`src/rtl/stump_mem_arbiter.sv`:
```
// Stump memory arbiter: shares one single-port memory between the CPU and an
// external requester, sequencing each access through a fixed wait-state count.
module stump_mem_arbiter #(
   parameter int unsigned WAIT_STATES   = 1,
   parameter int unsigned EXT_MAX_WAIT  = 4,
   parameter int unsigned EXT_MAX_BURST = 4
) (
   input  logic        clk,
   input  logic        rst,
   input  logic [15:0] cpu_addr,
   input  logic [15:0] cpu_wdata,
   input  logic        cpu_ren,
   input  logic        cpu_wen,
   output logic [15:0] cpu_rdata,
   output logic        cpu_stall,
   input  logic        ext_req,
   input  logic        ext_wen,
   input  logic [15:0] ext_addr,
   input  logic [15:0] ext_wdata,
   output logic        ext_ack,
   output logic [15:0] ext_rdata,
   output logic [15:0] mem_addr,
   output logic [15:0] mem_wdata,
   output logic        mem_ren,
   output logic        mem_wen,
   input  logic [15:0] mem_rdata
);

   localparam int unsigned SLOT_W  = (EXT_MAX_WAIT  > 0) ? $clog2(EXT_MAX_WAIT + 1)  : 1;
   localparam int unsigned BURST_W = (EXT_MAX_BURST > 0) ? $clog2(EXT_MAX_BURST + 1) : 1;
   localparam logic [3:0]         WAIT_INIT = 4'(WAIT_STATES);
   localparam logic [SLOT_W-1:0]  SLOT_MAX  = SLOT_W'(EXT_MAX_WAIT);
   localparam logic [BURST_W-1:0] BURST_MAX = BURST_W'(EXT_MAX_BURST);

   typedef enum logic [1:0] {IDLE, CPU_ACC, EXT_ACC} state_e;

   state_e             state_q, state_d;
   logic [3:0]         wait_q, wait_d;
   logic [SLOT_W-1:0]  slot_q, slot_d;
   logic [BURST_W-1:0] burst_q, burst_d;
   logic [15:0]        mem_addr_q, mem_addr_d;
   logic [15:0]        mem_wdata_q, mem_wdata_d;
   logic               mem_ren_q, mem_ren_d;
   logic               mem_wen_q, mem_wen_d;
   logic [15:0]        cpu_rdata_q, cpu_rdata_d;
   logic [15:0]        ext_rdata_q, ext_rdata_d;
   logic               ext_ack_q, ext_ack_d;

   logic cpu_req;
   logic cpu_final;
   logic ext_win;

   assign cpu_req   = cpu_ren | cpu_wen;
   assign cpu_final = (state_q == CPU_ACC) && (wait_q == '0);

   // External side takes the bus when the CPU is quiet, when the CPU has used up
   // its slots, or to continue a burst that has not yet hit its limit.
   assign ext_win = ext_req &&
                    (!cpu_req || (slot_q == SLOT_MAX) ||
                     ((state_q == EXT_ACC) && (burst_q < BURST_MAX)));

   always_comb begin
      // NOTE: every variable gets a default first so no path can infer a latch.
      state_d     = state_q;
      wait_d      = wait_q;
      slot_d      = slot_q;
      burst_d     = burst_q;
      mem_addr_d  = mem_addr_q;
      mem_wdata_d = mem_wdata_q;
      mem_ren_d   = mem_ren_q;
      mem_wen_d   = mem_wen_q;
      cpu_rdata_d = cpu_rdata_q;
      ext_rdata_d = ext_rdata_q;
      ext_ack_d   = 1'b0;

      if ((state_q != IDLE) && (wait_q != '0)) begin
         wait_d = wait_q - 4'd1;
      end else begin
         if ((state_q == CPU_ACC) && !mem_wen_q) begin
            cpu_rdata_d = mem_rdata;
         end
         if (state_q == EXT_ACC) begin
            ext_ack_d = 1'b1;
            if (!mem_wen_q) begin
               ext_rdata_d = mem_rdata;
            end
         end

         if (ext_win) begin
            state_d     = EXT_ACC;
            wait_d      = WAIT_INIT;
            slot_d      = '0;
            if (burst_q < BURST_MAX) begin
               burst_d = burst_q + BURST_W'(1);
            end
            mem_addr_d  = ext_addr;
            mem_wdata_d = ext_wdata;
            mem_wen_d   = ext_wen;
            mem_ren_d   = !ext_wen;
         end else if (cpu_req) begin
            state_d     = CPU_ACC;
            wait_d      = WAIT_INIT;
            burst_d     = '0;
            if (ext_req) begin
               slot_d = slot_q + SLOT_W'(1);
            end
            mem_addr_d  = cpu_addr;
            mem_wdata_d = cpu_wdata;
            mem_wen_d   = cpu_wen;
            mem_ren_d   = !cpu_wen;
         end else begin
            state_d   = IDLE;
            wait_d    = '0;
            burst_d   = '0;
            mem_ren_d = 1'b0;
            mem_wen_d = 1'b0;
         end
      end
   end

   always_ff @(posedge clk or negedge rst) begin
      if (!rst) begin
         state_q     <= IDLE;
         wait_q      <= '0;
         slot_q      <= '0;
         burst_q     <= '0;
         mem_addr_q  <= '0;
         mem_wdata_q <= '0;
         mem_ren_q   <= 1'b0;
         mem_wen_q   <= 1'b0;
         cpu_rdata_q <= '0;
         ext_rdata_q <= '0;
         ext_ack_q   <= 1'b0;
      end else begin
         // NOTE: non-blocking assignments so every flop samples pre-edge values.
         state_q     <= state_d;
         wait_q      <= wait_d;
         slot_q      <= slot_d;
         burst_q     <= burst_d;
         mem_addr_q  <= mem_addr_d;
         mem_wdata_q <= mem_wdata_d;
         mem_ren_q   <= mem_ren_d;
         mem_wen_q   <= mem_wen_d;
         cpu_rdata_q <= cpu_rdata_d;
         ext_rdata_q <= ext_rdata_d;
         ext_ack_q   <= ext_ack_d;
      end
   end

   // The CPU is released only in the last cycle of its own access, and is held
   // for the whole of reset.
   assign cpu_stall = !rst || (cpu_req && !cpu_final);

   assign cpu_rdata = cpu_rdata_q;
   assign ext_ack   = ext_ack_q;
   assign ext_rdata = ext_rdata_q;
   assign mem_addr  = mem_addr_q;
   assign mem_wdata = mem_wdata_q;
   assign mem_ren   = mem_ren_q;
   assign mem_wen   = mem_wen_q;

endmodule
```
`config.mk`:
```
export PLATFORM = sky130hd
export DESIGN_NAME = stump_mem_arbiter
export DESIGN_NICKNAME = d
export VERILOG_FILES = /design/src/rtl/stump_mem_arbiter.sv
export SDC_FILE = /design/constraint.sdc
export NUM_CORES = 1
export LEC_CHECK = 0
export BUFFER_PORTS_ARGS = -buffer_cell sky130_fd_sc_hd__buf_2
export CAP_MARGIN = 0
export CORE_MARGIN = 3
export CORE_UTILIZATION = 47
export CTS_CLUSTER_DIAMETER = 40
export DETAILED_ROUTE_END_ITERATION = 8
export PLACE_DENSITY_LB_ADDON = 0.3
export SLEW_MARGIN = 40
export SYNTH_ARGS = -nofsm -noshare
export SYNTH_HDL_FRONTEND = slang
export SYNTH_SLANG_ARGS = --single-unit
```
`constraint.sdc`:
```
create_clock -name clk -period 2.94 [get_ports clk]
set_clock_uncertainty 0.05 [all_clocks]
set_input_delay 0.294 -clock clk [delete_from_list [all_inputs] [get_ports clk]]
set_output_delay 0.294 -clock clk [all_outputs]
set_load 0.05 [all_outputs]
```
==> results.md <==
* CP Max Fanout at 16
* Share of cells above drive strength 1 at 47.5%
* Vias per cell at 4.95
* Clk slew on worst S/H paths at 0.08 ns
* Crit path arrival time at 2.51 ns
* Mapped Nets at 377
* Yosys warns at 0
* FF+latch count, synth at 79
* Final net count at 528
* Max Clk Rate at 427 MHz
* Tmin final at 2.34 ns
* Overall die height at 91.9 um
* Number of global-route vias before repair at 2715
* DIE AREA at 8450 um2
* Iter 0 DRT Violations at 88
* DRT Pass-1 Iters at 4
* Root buf cell: clkbuf_8
* Final setup viols at 0
* Largest net degree at the start of global routing at 66
* Worst setup EP type: flop
* Unique cell type count in the Yosys netlist at 32
* Worst Path Required at 3.11 ns
* Post-Synthesis Cell Area at 3470 um2
* H-tree depth at 3
* Core Rows at 30
* Post-DR wirelength/cell at 14.5 um
* Final Cycle Share at 79.7%
* CP peak stage delay at 0.67 ns
* Fillcell total at 595
* Fin. max-slew vios at 0
* Post-synthesis sequential area ratio at 57.0%
* Max Cap Viol at 0
* Starting density of the core at 49.7%
* DP Wirelength at 5850 um
* HP Class: in2reg
* P&R area growth vs syn at 30.4%
* Post-CTS Resized at 0
* Status: finished clean
* Clk buf depth at 2
* All-Layer GR Usage at 19.2%
* CTS Sinks at 79
* Core region area at 6980 um2
* Die span in x at 91.9 um
* Worst-path cell chain: inv_1 -> ha_1 -> or3b_4 -> or3_1 -> mux2_1
* Register area at 1980 um2
* Vias at 2663
* Final Hold Viols at 0
* Number of CTS-inserted buffers at 9
* Syn Area/Cell at 12.1 um2
* Final ANT Viol Nets at 0
* RSZ-0062 raised after global routing: false
* Total Routed Length at 7780 um
* Mapped Cells at 286
* Clk_lat worst skew at 0.34 ns
* Critical path startpoint category: flop
* Initial antenna violation count at 0
* Global route overflow at 0
* Worst-margin pin slew at 0.695 ns
* Critical-path top delay cell: or3_1
* Port bufs at 153
* DR DRC count at 0
* WS Path Type: reg2reg
* Gpl congestion at 0.755
* CTS tree: built
* First-pass GRT wire length at 12900 um
* Setup TNS at 0 ns
* Relative slew slack at 53.7%
* # diodes at 0
* Multi-input gate area at 1380 um2
* Io pins at 154
[final timing paths]
path,from,to,slack [ns],cells past startpoint
worst max-delay path,wait_q[0]$_DFF_PN0_,ext_rdata[7]$_DFFE_PN0P_,0.60,5
worst min-delay path,mem_rdata[13],cpu_rdata[13]$_DFFE_PN0P_,0.14,2
worst max register to register,wait_q[0]$_DFF_PN0_,ext_rdata[7]$_DFFE_PN0P_,0.60,5
worst min register to register,mem_ren$_DFFE_PN0N_,mem_ren$_DFFE_PN0N_,0.45,2
max in group asynchronous,rst,cpu_rdata[6]$_DFFE_PN0P_,1.51,3
min in group asynchronous,rst,mem_wen$_DFFE_PN0N_,0.37,2
[through the flow]
step                      setup WS, ns  std cells  util (%)  hold WS [ns]  area (um2)
final                            0.598        538      64.8         0.144        4530
after CTS                        0.541        538      64.8         0.137        4520
after detailed placement         0.558        521      61.5         0.195        4290
after global routing             0.501        538      64.8         0.137        4530
after global placement           0.616        521      61.5         0.189        4290
after floorplan                  0.577        286         -       -0.0516        3470
[layer usage]
layer	global-route usage [%]	vias to the layer above	wire length [um]
li1	-	1289	-
met1	26.1	1236	3530
met2	29.8	125	3450
met3	4.92	13	646
met4	7.18	0	154
met5	0	-	0
[state kept, by name (all words and copies together), names as in the netlist, 2 cells and up]
| signal | flops |
|---|---|
| mem_addr | 16 |
| burst_q | 3 |
| mem_wdata | 16 |
| state_q | 2 |
| cpu_rdata | 16 |
| ext_rdata | 16 |
| wait_q | 4 |
| slot_q | 3 |
[synth_stat cells]
library cell / number / area [um2]
and2_0: 1 / 6.26
mux2_1: 1 / 11.3
mux2_2: 22 / 248
nand4b_1: 1 / 8.76
ha_1: 5 / 62.6
clkbuf_1: 3 / 11.3
o21ai_0: 5 / 25.0
a21o_1: 2 / 15.0
buf_12: 1 / 20.0
mux2_4: 10 / 150
buf_1: 2 / 7.51
dfrtp_1: 79 / 1980
xnor2_1: 2 / 17.5
a22o_1: 2 / 17.5
nor3_1: 2 / 10.0
a2bb2oi_1: 1 / 8.76
mux2i_1: 33 / 330
and2_1: 1 / 6.26
buf_6: 2 / 22.5
buf_2: 9 / 45.0
nand2b_1: 2 / 12.5
nor2_1: 40 / 150
nand2_1: 6 / 22.5
or3_1: 2 / 12.5
or2_2: 1 / 6.26
inv_1: 5 / 18.8
a21oi_1: 37 / 185
or3b_4: 1 / 11.3
a22oi_1: 1 / 7.51
nand3_1: 5 / 25.0
or3b_2: 1 / 8.76
o311ai_0: 1 / 8.76
[cells by family after synthesis]
family	Yosys count	share of synthesized area, %
muxes	66	21.3
and+or+nand+nor	63	8.08
buffers and inverters	22	3.61
xor gates and xnor gates	2	0.505
adders and majority gates	5	1.80
AOI/OAI and AO/OA	49	7.72
DFF	79	57.0
[what timing repair did]
item	4_1_cts	5_1_grt
hold buffers	1	0
buffers inserted	0	0
setup endpoints to repair	0	0
hold endpoints to repair	29	0
[cell usage in the layout, fill, tap and decap left out]
cell type	count
mux2_2	22
nand3_1	5
and2_1	1
a22o_1	2
nand2b_1	2
ha_1	5
or3_2	1
o21ai_0	5
dfrtp_1	79
clkinv_4	2
or3_1	1
or3b_2	1
nand4b_1	1
or3b_4	1
clkinvlp_4	2
a21oi_1	37
buf_4	3
nor2_1	40
bufinv_16	2
or2_2	1
o311ai_0	1
mux2_4	10
nor3_1	2
nand2_1	6
a21o_2	1
clkinv_2	1
buf_12	1
clkbuf_8	9
a21o_1	1
dlygate4sd3_1	1
and2_0	1
mux2_1	1
inv_1	5
mux2i_1	33
buf_2	152
xnor2_1	2
a2bb2oi_1	1
a22oi_2	1
[layout make-up]
type                    instances  area share (%)
flip-flops and latches         79            43.7
multi-input cells             185            30.4
clock buffers                   9            2.74
clock inverters                 7            2.16
well taps                      96            2.65
inverters                       5           0.415
repair buffers                157            18.0
[critical path: cells and delay by family, from the launching register on]
kind                     cells  cell delay [ns]
multiplexers                 1             0.43
flip-flops                   1             0.39
buffers and inverters        1             0.11
adder cells (fa/ha/maj)      1             0.14
AND/OR/NAND/NOR              2             1.10
Power is left out: the tool's default activity adds up to more than one toggle a clock period on the data nets, which glitch-free logic cannot reach.
